`config.mk`:
```
export PLATFORM = sky130hd
export DESIGN_NAME = tile_match_core_flat
export DESIGN_NICKNAME = d
export VERILOG_FILES = /design/src/rtl/tile_match_core_pkg.sv /design/src/rtl/tile_match_core_if.sv /design/src/rtl/tile_match_core_edge_rise.sv /design/src/rtl/tile_match_core.sv /design/src/flat_wrapper.sv
export SDC_FILE = /design/constraint.sdc
export NUM_CORES = 1
export LEC_CHECK = 0
export CORE_ASPECT_RATIO = 1.1
export CORE_MARGIN = 4
export CORE_UTILIZATION = 30
export DETAILED_ROUTE_END_ITERATION = 8
export PLACE_DENSITY = 0.57
export SETUP_SLACK_MARGIN = 0.3
export SYNTH_ARGS = -nofsm -noshare
export SYNTH_HDL_FRONTEND = slang
export SYNTH_SLANG_ARGS = --single-unit
```
`constraint.sdc`:
```
create_clock -name CLOCK_50 -period 7.5 [get_ports CLOCK_50]
set_clock_uncertainty 0.05 [all_clocks]
set_input_delay 1.5 -clock CLOCK_50 [delete_from_list [all_inputs] [get_ports CLOCK_50]]
set_output_delay 1.5 -clock CLOCK_50 [all_outputs]
set_load 0.01 [all_outputs]
```
`src/rtl/tile_match_core_pkg.sv`:
```
// ----------------------------------------------------------------------------
// tile_match_core_pkg : shared FSM encoding and default parameters
// Revision 1.0
// ----------------------------------------------------------------------------
`default_nettype none
`timescale 1ns/1ps

package tile_match_core_pkg;

  localparam int unsigned N_TILES_DEF       = 10;
  localparam int unsigned SYM_W_DEF         = 4;
  localparam int unsigned REVEAL_CYCLES_DEF = 4;
  localparam int unsigned CNT_W_DEF         = 8;

  typedef enum logic [2:0] {
    ST_IDLE  = 3'd0,
    ST_PICK1 = 3'd1,
    ST_PICK2 = 3'd2,
    ST_CHECK = 3'd3,
    ST_SHOW  = 3'd4,
    ST_DONE  = 3'd5
  } state_e;

endpackage

`default_nettype wire

```
`src/rtl/tile_match_core_if.sv`:
```
// ----------------------------------------------------------------------------
// tile_match_core_if : player controls and board status of the tile game
// Revision 1.0
// ----------------------------------------------------------------------------
`default_nettype none
`timescale 1ns/1ps

interface tile_match_core_if
  import tile_match_core_pkg::*;
#(
  parameter int N_TILES = N_TILES_DEF,
  parameter int SYM_W   = SYM_W_DEF,
  parameter int CNT_W   = CNT_W_DEF
) ();

  logic                       load;
  logic [N_TILES*SYM_W-1:0]   layout_in;
  logic [N_TILES-1:0]         sel;
  logic                       pick1;
  logic                       pick2;
  logic [N_TILES-1:0]         revealed;
  logic [N_TILES-1:0]         matched;
  logic [CNT_W-1:0]           score;
  logic [CNT_W-1:0]           tries;
  logic                       mismatch;
  logic                       err;
  logic                       done;

  modport master (
    output load, layout_in, sel, pick1, pick2,
    input  revealed, matched, score, tries, mismatch, err, done
  );

  modport slave (
    input  load, layout_in, sel, pick1, pick2,
    output revealed, matched, score, tries, mismatch, err, done
  );

endinterface

`default_nettype wire

```
`src/rtl/tile_match_core_edge_rise.sv`:
```
// ----------------------------------------------------------------------------
// edge_rise : single-register rising-edge detector
// Revision 1.0
// ----------------------------------------------------------------------------
`default_nettype none
`timescale 1ns/1ps

module edge_rise (
  input  logic clk,
  input  logic rst_n,
  input  logic d_i,
  output logic rise_o
);

  logic d_q;

  always_ff @(posedge clk or negedge rst_n) begin
    if (!rst_n) d_q <= 1'b0;
    else        d_q <= d_i;
  end

  assign rise_o = d_i & ~d_q;

endmodule

`default_nettype wire

```
`src/rtl/tile_match_core.sv`:
```
// ----------------------------------------------------------------------------
// tile_match_core : memory tile-matching game controller
// Revision 1.0
// ----------------------------------------------------------------------------
`default_nettype none
`timescale 1ns/1ps

module tile_match_core
  import tile_match_core_pkg::*;
#(
  parameter int N_TILES       = N_TILES_DEF,
  parameter int SYM_W         = SYM_W_DEF,
  parameter int REVEAL_CYCLES = REVEAL_CYCLES_DEF,
  parameter int CNT_W         = CNT_W_DEF
) (
  input  logic               CLOCK_50,
  input  logic               resetn,
  tile_match_core_if.slave   bus
);

  localparam int IDX_W = (N_TILES > 1) ? $clog2(N_TILES) : 1;
  localparam int TMR_W = (REVEAL_CYCLES > 1) ? $clog2(REVEAL_CYCLES) : 1;

  state_e                   state_q, state_d;
  logic [N_TILES*SYM_W-1:0] layout_q, layout_d;
  logic [N_TILES-1:0]       matched_q, matched_d;
  logic [N_TILES-1:0]       revealed_q, revealed_d;
  logic [CNT_W-1:0]         score_q, score_d;
  logic [CNT_W-1:0]         tries_q, tries_d;
  logic [IDX_W-1:0]         idx1_q, idx1_d;
  logic [IDX_W-1:0]         idx2_q, idx2_d;
  logic [TMR_W-1:0]         timer_q, timer_d;
  logic                     mismatch_q, mismatch_d;
  logic                     err_q, err_d;

  logic [2:0]               w_raw, w_rise;
  logic                     w_load_rise, w_pick1_rise, w_pick2_rise;
  logic [IDX_W-1:0]         w_sel_idx;
  logic                     w_sel_onehot, w_sel_free;
  logic [SYM_W-1:0]         w_sym1, w_sym2;
  logic [N_TILES-1:0]       w_bit1, w_bit2;

  assign w_raw = {bus.pick2, bus.pick1, bus.load};

  for (genvar g = 0; g < 3; g++) begin : g_edge
    edge_rise u_edge (
      .clk    (CLOCK_50),
      .rst_n  (resetn),
      .d_i    (w_raw[g]),
      .rise_o (w_rise[g])
    );
  end

  assign w_load_rise  = w_rise[0];
  assign w_pick1_rise = w_rise[1];
  assign w_pick2_rise = w_rise[2];

  always_comb begin
    w_sel_idx = '0;
    for (int i = 0; i < N_TILES; i++) begin
      if (bus.sel[i]) w_sel_idx = IDX_W'(i);
    end
  end

  assign w_sel_onehot = (bus.sel != '0) && ((bus.sel & (bus.sel - 1'b1)) == '0);
  assign w_sel_free   = (bus.sel & matched_q) == '0;
  assign w_sym1       = layout_q[int'(idx1_q)*SYM_W +: SYM_W];
  assign w_sym2       = layout_q[int'(idx2_q)*SYM_W +: SYM_W];
  assign w_bit1       = N_TILES'(1) << idx1_q;
  assign w_bit2       = N_TILES'(1) << idx2_q;

  always_comb begin
    state_d    = state_q;
    layout_d   = layout_q;
    matched_d  = matched_q;
    revealed_d = revealed_q;
    score_d    = score_q;
    tries_d    = tries_q;
    idx1_d     = idx1_q;
    idx2_d     = idx2_q;
    timer_d    = timer_q;
    mismatch_d = 1'b0;
    err_d      = 1'b0;

    case (state_q)
      ST_IDLE, ST_DONE: begin
        // Picks are not acted on here; a load always wins.
        if (w_load_rise) begin
          layout_d   = bus.layout_in;
          matched_d  = '0;
          revealed_d = '0;
          score_d    = '0;
          tries_d    = '0;
          state_d    = ST_PICK1;
        end
      end
      ST_PICK1: begin
        if (w_pick1_rise && !w_pick2_rise && w_sel_onehot && w_sel_free) begin
          idx1_d     = w_sel_idx;
          revealed_d = revealed_q | bus.sel;
          state_d    = ST_PICK2;
        end else if (w_pick1_rise || w_pick2_rise) begin
          err_d = 1'b1;
        end
      end
      ST_PICK2: begin
        if (w_pick2_rise && !w_pick1_rise && w_sel_onehot && w_sel_free &&
            (w_sel_idx != idx1_q)) begin
          idx2_d     = w_sel_idx;
          revealed_d = revealed_q | bus.sel;
          if (tries_q != '1) tries_d = tries_q + 1'b1;
          state_d    = ST_CHECK;
        end else if (w_pick1_rise || w_pick2_rise) begin
          err_d = 1'b1;
        end
      end
      ST_CHECK: begin
        if (w_sym1 == w_sym2) begin
          matched_d = matched_q | w_bit1 | w_bit2;
          if (score_q != '1) score_d = score_q + 1'b1;
          state_d   = (matched_d == '1) ? ST_DONE : ST_PICK1;
        end else begin
          mismatch_d = 1'b1;
          timer_d    = TMR_W'(REVEAL_CYCLES - 1);
          state_d    = ST_SHOW;
        end
      end
      ST_SHOW: begin
        if (w_pick1_rise || w_pick2_rise) err_d = 1'b1;
        if (timer_q == '0) begin
          revealed_d = revealed_q & ~(w_bit1 | w_bit2);
          state_d    = ST_PICK1;
        end else begin
          timer_d = timer_q - 1'b1;
        end
      end
      default: state_d = ST_IDLE;
    endcase
  end

  always_ff @(posedge CLOCK_50 or negedge resetn) begin
    if (!resetn) begin
      state_q    <= ST_IDLE;
      layout_q   <= '0;
      matched_q  <= '0;
      revealed_q <= '0;
      score_q    <= '0;
      tries_q    <= '0;
      idx1_q     <= '0;
      idx2_q     <= '0;
      timer_q    <= '0;
      mismatch_q <= 1'b0;
      err_q      <= 1'b0;
    end else begin
      state_q    <= state_d;
      layout_q   <= layout_d;
      matched_q  <= matched_d;
      revealed_q <= revealed_d;
      score_q    <= score_d;
      tries_q    <= tries_d;
      idx1_q     <= idx1_d;
      idx2_q     <= idx2_d;
      timer_q    <= timer_d;
      mismatch_q <= mismatch_d;
      err_q      <= err_d;
    end
  end

  assign bus.revealed = revealed_q;
  assign bus.matched  = matched_q;
  assign bus.score    = score_q;
  assign bus.tries    = tries_q;
  assign bus.mismatch = mismatch_q;
  assign bus.err      = err_q;
  assign bus.done     = (state_q == ST_DONE);

endmodule

`default_nettype wire
```
`src/flat_wrapper.sv`:
```
// flat-port wrapper written by rule: the top's interface ports become plain ports
module tile_match_core_flat import tile_match_core_pkg::*;
#(
  parameter int N_TILES       = N_TILES_DEF,
  parameter int SYM_W         = SYM_W_DEF,
  parameter int REVEAL_CYCLES = REVEAL_CYCLES_DEF,
  parameter int CNT_W         = CNT_W_DEF
)
  (CLOCK_50, resetn, bus_load, bus_layout_in, bus_sel, bus_pick1, bus_pick2, bus_revealed, bus_matched, bus_score, bus_tries, bus_mismatch, bus_err, bus_done);
  tile_match_core_if #(.N_TILES(N_TILES), .SYM_W(SYM_W), .CNT_W(CNT_W)) bus_i ();
  input  logic CLOCK_50;
  input  logic resetn;
  input wire logic [$bits(bus_i.load)-1:0] bus_load;
  input wire logic [$bits(bus_i.layout_in)-1:0] bus_layout_in;
  input wire logic [$bits(bus_i.sel)-1:0] bus_sel;
  input wire logic [$bits(bus_i.pick1)-1:0] bus_pick1;
  input wire logic [$bits(bus_i.pick2)-1:0] bus_pick2;
  output wire logic [$bits(bus_i.revealed)-1:0] bus_revealed;
  output wire logic [$bits(bus_i.matched)-1:0] bus_matched;
  output wire logic [$bits(bus_i.score)-1:0] bus_score;
  output wire logic [$bits(bus_i.tries)-1:0] bus_tries;
  output wire logic [$bits(bus_i.mismatch)-1:0] bus_mismatch;
  output wire logic [$bits(bus_i.err)-1:0] bus_err;
  output wire logic [$bits(bus_i.done)-1:0] bus_done;
  assign bus_i.load = bus_load;
  assign bus_i.layout_in = bus_layout_in;
  assign bus_i.sel = bus_sel;
  assign bus_i.pick1 = bus_pick1;
  assign bus_i.pick2 = bus_pick2;
  assign bus_revealed = bus_i.revealed;
  assign bus_matched = bus_i.matched;
  assign bus_score = bus_i.score;
  assign bus_tries = bus_i.tries;
  assign bus_mismatch = bus_i.mismatch;
  assign bus_err = bus_i.err;
  assign bus_done = bus_i.done;
  tile_match_core #(.N_TILES(N_TILES), .SYM_W(SYM_W), .REVEAL_CYCLES(REVEAL_CYCLES), .CNT_W(CNT_W)) u_core (.CLOCK_50(CLOCK_50), .resetn(resetn), .bus(bus_i));
endmodule
```
# ---- After elaboration in Yosys (flattened, before gate mapping)
# Cells that the tools add are included.
# W data, S select, Z words.
dict set report word_totals {
  ff_bits 94
  input_bits 55
  output_inout_bits 39
  elab_cells 124
}
dict set report op_classes {
  n_addsub 4
  eq_ne 19
  shift 4
  muxes 39
  bitwise_logic 14
  reduce_logical 30
}
# cell n
set op_table {}
lappend op_table {{$shiftx A40 B7 Y4} 2}
lappend op_table {{$mux W10} 5}
lappend op_table {{$mux W8} 5}
lappend op_table {{$or A10 B10 Y10} 4}
lappend op_table {{$pmux W10 S4} 1}
lappend op_table {{$mux W4} 8}
lappend op_table {{$pmux W8 S2} 2}
lappend op_table {{$and A10 B10 Y10} 3}
lappend op_table {{$logic_not A10 Y1} 2}
lappend op_table {{$pmux W10 S2} 1}
lappend op_table {{$shl A1 B4 Y10 const A} 2}
lappend op_table {{$mux W3} 6}
lappend op_table {{$add A8 B1 Y8 const B} 2}
lappend op_table {{$ne A8 B8 Y1 const B} 2}
lappend op_table {{$pmux W3 S5} 1}
lappend op_table {{$ne A2 B1 Y1 const B} 6}
lappend op_table {{$reduce_and A4 Y1} 3}
lappend op_table {{$eq A10 B10 Y1 const B} 1}
lappend op_table {{$not A10 Y10} 1}
lappend op_table {{$reduce_bool A10 Y1} 1}
lappend op_table {{$sub A10 B1 Y10 const B} 1}
lappend op_table {{$logic_and A1 B1 Y1} 8}
lappend op_table {{$eq A3 B2 Y1 const B} 2}
lappend op_table {{$eq A3 B3 Y1 const B} 2}
lappend op_table {{21 further kinds} 39}

# ---- Logic depth before layout (Yosys ltp)
dict set report depth {
  word_depth 13
  depth_mapped 10
  mapped_depth_nobuf 7
}

# ---- Hierarchy
# A second synthesis with hierarchy kept.
dict set report hier_totals {
  cells_unflattened 612
  area_unflattened_um2 5361.4
}
# module instances cells_per_inst area_per_inst_um2 seq_area_each_um2
set modules_own_cells {}
lappend modules_own_cells {tile_match_core 1 606 5245.0 2277.2}
lappend modules_own_cells {edge_rise 3 2 38.8 25.0}

# ---- Least setup slack after synthesis
# OpenSTA, ideal clock, no wires.
dict set report synth_timing {
  path_type {input-to-reg}
  from {in bus_sel[5]}
  to {reg u_core.tries_q[5] (netlist: u_core.bus.tries[5])}
  arrival_ps 3191
  t_required_ps 7314
  slack_ps 4122
  stages 9
  path_buffers 2
  cell_sequence {clkbuf_1 -> a22oi_1 -> nand4_1 -> a211oi_1 -> o21ai_1 -> o311ai_2 -> buf_2 -> a31o_2 -> a21oi_1}
}
dict set report synth_between {
  elab_chain_cells 9
  elab_cells_between_ends 18
  classes_between {1 x add/sub; 2 x eq/ne; 5 x mux; 2 x bitwise; 8 x reduce/logical}
}
# element line_no
set synth_lines {}
lappend synth_lines {{start: declaration} flat_wrapper.sv:15} ;# input wire logic [$bits(bus_i.sel)-1:0] bus_sel;
lappend synth_lines {{$sub A10 B1 Y10 / $mux W4 (equally long branches)} {tile_match_core.sv:65, tile_match_core.sv:61}}
lappend synth_lines {{$and A10 B10 Y10 / $mux W4 (equally long branches)} {tile_match_core.sv:65, tile_match_core.sv:61}}
lappend synth_lines {{$logic_not A10 Y1 / $mux W4 (equally long branches)} {tile_match_core.sv:65, tile_match_core.sv:61}}
lappend synth_lines {{$logic_and A1 B1 Y1 / $mux W4 (equally long branches)} {tile_match_core.sv:65, tile_match_core.sv:61}}
lappend synth_lines {{$logic_and A1 B1 Y1 / $mux W4 (equally long branches)} {tile_match_core.sv:107, tile_match_core.sv:61}}
lappend synth_lines {{$logic_and A1 B1 Y1 / $ne A4 B4 Y1 (equally long branches)} {tile_match_core.sv:107, tile_match_core.sv:108}}
lappend synth_lines {{$logic_and A1 B1 Y1 *} tile_match_core.sv:107} ;# if (w_pick2_rise && !w_pick1_rise && w_sel_onehot && w_sel_free &&
lappend synth_lines {{$ne A2 B1 Y1 (no line) *} -}
lappend synth_lines {{$reduce_and A4 Y1 (no line) *} -}
lappend synth_lines {{end signal: assignment} tile_match_core.sv:160} ;# tries_q <= tries_d;
lappend synth_lines {{end: declaration} tile_match_core.sv:29} ;# logic [CNT_W-1:0] tries_q, tries_d;
# Mark *: on every way between the ends. The rest lies on a longest branch, timed or not.
# A chain may end at the register's enable or synchronous reset.

# ---- Worst setup path in the final report
dict set report layout_timing {
  from {in bus_sel[8]}
  to {reg u_core.tries_q[0] (netlist: u_core.bus.tries[0])}
}
dict set report layout_between {
  elab_chain_cells 9
  elab_cells_between_ends 15
  classes_between {1 x add/sub; 2 x eq/ne; 2 x mux; 2 x bitwise; 8 x reduce/logical}
}
# element line_no
set layout_lines {}
lappend layout_lines {{$sub A10 B1 Y10} tile_match_core.sv:65} ;# assign w_sel_onehot = (bus.sel != '0) && ((bus.sel & (bus.sel - 1'b1)) == '0);
lappend layout_lines {{$and A10 B10 Y10} tile_match_core.sv:65}
lappend layout_lines {{$logic_not A10 Y1} tile_match_core.sv:65}
lappend layout_lines {{$logic_and A1 B1 Y1} tile_match_core.sv:65}
lappend layout_lines {{$logic_and A1 B1 Y1 (2 in series)} tile_match_core.sv:107}
lappend layout_lines {{$logic_and A1 B1 Y1 *} tile_match_core.sv:107}
lappend layout_lines {{$ne A2 B1 Y1 (no line) *} -}
lappend layout_lines {{$reduce_and A4 Y1 (no line) *} -}
# Marked as above.

==> qor.txt <==
Gate family responsible for the most delay along the worst path: compound AO/OA/AOI/OAI gates
Vias in the first global route: 4777
Crit path depth: 8
Syn Inst Count: 574
Most common library cells after synthesis: nand2_1, dfrtp_1, nor2_1, inv_1, a21oi_1
Post-cts hold buffer count: 0
Clock slew at reported path FFs: 0.07 ns
WL final: 15200 microns
Via-per-instance ratio: 5.22
F_max: 231 MHz
Sequential element share of the synthesized area: 0.447
Fillcell total: 1766
Postcts setup bufs: 0
Final net count: 709
Antenna diodes: 0
Max Slew Vio Count: 0
Slowest stage delay, CP: 0.77 ns
Critical path arrival: 4.51 ns
Multi-input gate area: 0.00264 sq mm
CTS sink cnt: 94
Most frequent cell after synthesis: nand2_1
FF-to-FF path depth: 7
NetSw: 747 uW
First-pass GRT wire length: 24900 microns
Latest clock arrival within the worst-skew pair: 0.35 ns
Row cnt: 50
Number of synthesized flops with an enable pin: 0
Antenna violations before repair: 0
Worst Hold Class: reg2reg
Gate power share: 0.362
Post-synth net total: 632
Req. time, crit path: 7.68 ns
Maximum root-to-sink buffer count: 2
Layout cells sized above 1: 0.0869
Post-CTS Resized: 0
CTS root buffer: clkbuf_16
Status: completed
Share of the synthesized area in the top cell type: 0.447
Grt total ovfl: 0
Drt first pass iters: 4
Clk network pwr share: 0.242
Setup slack after layout: 3.17 ns
Via Count: 4645
Starting DRC count in detailed routing: 342
Flop pwr share: 0.396
Total core area: 0.0171 sq mm
Synth Flop Type: dfrtp_1
Ys async rst share: 1.00
Rel. slew slack: 0.372
Routed Antenna Nets: 0
Area contributors post-synth: dfrtp_1, nand2_1, mux4_2
Area growth from synthesis to layout: 27.3%
Synth warnings: 0
IR drop worst, VDD: 126 uV
Largest net degree at the start of global routing: 57
Hold path depth: 2
Minimum clock period: 4.33 ns
Pwr dens: 310 mW/mm^2
Final GP Congestion: 0.844
Sum Neg Setup Slack: 0 ns
GRT Overall Usage: 0.157
Nature of the critical path endpoint: register
Count of final setup violators: 0
Die footprint: 0.0197 sq mm
Drt drc: 0
Port Buffers: 93
CTS tree: done
Highest-delay cell along the critical path: o311ai_2
# IOs: 94
Seq cells post-synth: 94
Tcrit/Tclk final: 0.577
Num CTS Buffers: 9
WS Path Type: in2reg
Worst-Margin Slew: 0.942 ns
Register area: 0.00235 sq mm
H-tree depth: 3
CP Buf/Inv Count: 2
Max cap viols: 0
Netlist cell types: 58
WHS: 0.453 ns
Final Hold Vio Count: 0
Wire length per cell: 17.1 microns
DP Worst Slack: 2.84 ns
Die height: 147 microns
Leak: 2.87 nW
Syn Area/Cell: 9.17 sq um
Die W: 134 microns
Area leader, netlist: dfrtp_1
Worst-path cell chain: clkdlybuf4s50_1 -> or2_2 -> nor4b_1 -> o21ai_1 -> o311ai_2 -> buf_4 -> nand2_1 -> mux2_2
Initial core utilization: 0.307
Crit Path Max Fanout: 14
Worst setup SP type: input pin
Dpl hpwl: 11200 microns
P_int: 1.33 mW
Net Sw Frac: 0.360
Mapped cell area: 0.00526 sq mm
Unrepaired setup endpoints after global routing: no
## layout by cell type (no fill, tap or decap), types with 3 or more instances in the layout
| cell | instances |
|---|---|
| and3_1 | 11 |
| a31oi_1 | 3 |
| and2_1 | 5 |
| nor2b_1 | 7 |
| o211ai_1 | 4 |
| inv_1 | 31 |
| o21ai_0 | 11 |
| dfrtp_1 | 94 |
| nor4_1 | 4 |
| a31o_2 | 7 |
| nor3_1 | 3 |
| o31ai_1 | 4 |
| mux2i_1 | 13 |
| or3_1 | 3 |
| nand2b_1 | 8 |
| clkdlybuf4s50_1 | 92 |
| a22o_1 | 12 |
| a211oi_1 | 4 |
| a22oi_1 | 10 |
| nand2_1 | 144 |
| mux2_2 | 5 |
| a311oi_1 | 3 |
| nor2_1 | 35 |
| ha_1 | 3 |
| nand3_1 | 7 |
| clkbuf_16 | 9 |
| a21oi_1 | 30 |
| buf_4 | 7 |
| a41oi_1 | 10 |
| o22ai_1 | 9 |
| xnor2_1 | 6 |
| nand4_1 | 10 |
| a32o_1 | 3 |
| mux4_2 | 15 |
## tightest hold or removal path: cells and delay by family, from the launching register on
kind | cells | cell delay (ns)
flip-flops | 1 | 0.36
AND/OR/NAND/NOR | 2 | 0.10
## power by group through the flow
stage / logic [mW] / clock network, mW / registers, mW
global placement: 0.743 / 0 / 0.818
CTS: 0.761 / 0.516 / 0.821
detailed placement: 0.758 / 0 / 0.828
floorplan: 0.484 / 0 / 0.792
finish: 0.752 / 0.502 / 0.821
global route: 0.841 / 0.538 / 0.844
## flip-flops by register name, indices dropped and copies added (netlist names), 2 cells and up
register	flops
u_core.layout_q	40
u_core.bus.matched	10
u_core.bus.revealed	10
u_core.bus.score	8
u_core.bus.tries	8
u_core.idx1_q	4
u_core.idx2_q	4
u_core.g_edge.u_edge.d_q	3
u_core.state_q	3
u_core.timer_q	2
## stage by stage
step                      power (mW)  cell area (sq um)  utilization  std cells
final                           2.07               6700        0.391        890
after global routing            2.22               6700        0.391        890
after CTS                       2.10               6700        0.391        890
after detailed placement        1.59               6380        0.372        874
after global placement          1.56               6380        0.372        874
after floorplan                 1.28               5260            -        574
## cell type report
type	instances	share of cell area
timing repair buffer	99	0.145
tap	234	0.0437
sequential	94	0.351
clock inverter	7	0.0144
inverter	31	0.0174
multi-input combinational	416	0.394
clock buffer	9	0.0336
## path summary, 6_finish.rpt
check,startpoint,endpoint,slack [ns]
hold reg to reg,u_core.layout_q[17]$_DFFE_PN0P_,u_core.layout_q[17]$_DFFE_PN0P_,0.45
setup / recovery,bus_sel[8],u_core.bus.tries[0]$_DFFE_PN0P_,3.17
min in group asynchronous,resetn,u_core.bus.score[3]$_DFFE_PN0P_,1.10
max in group asynchronous,resetn,u_core.timer_q[0]$_DFFE_PN0P_,5.23
hold / removal,u_core.layout_q[17]$_DFFE_PN0P_,u_core.layout_q[17]$_DFFE_PN0P_,0.45
setup reg to reg,u_core.idx2_q[0]$_DFFE_PN0P_,u_core.bus.score[6]$_DFFE_PN0P_,3.96
## logic make-up (layout without fill, tap and decap cells)
logic type / Yosys count / after routing / synth area share
adders and majority gates: 3 / 3 / 0.00713
AOI/OAI and AO/OA: 125 / 125 / 0.170
buffers and inverters: 64 / 146 / 0.0521
muxes: 33 / 33 / 0.0996
and+or+nand+nor: 248 / 248 / 0.213
DFF: 94 / 94 / 0.447
xor gates and xnor gates: 7 / 7 / 0.0116
## per-layer routing
layer,track usage,wire (microns),vias up,part of all wire
li1,-,-,2194,-
met1,0.203,6680,2289,0.44
met2,0.264,7590,140,0.50
met3,0.0353,738,22,0.048
met4,0.0428,216,0,0.014
met5,0,0,-,0
Power figures use the tool's default switching activity.
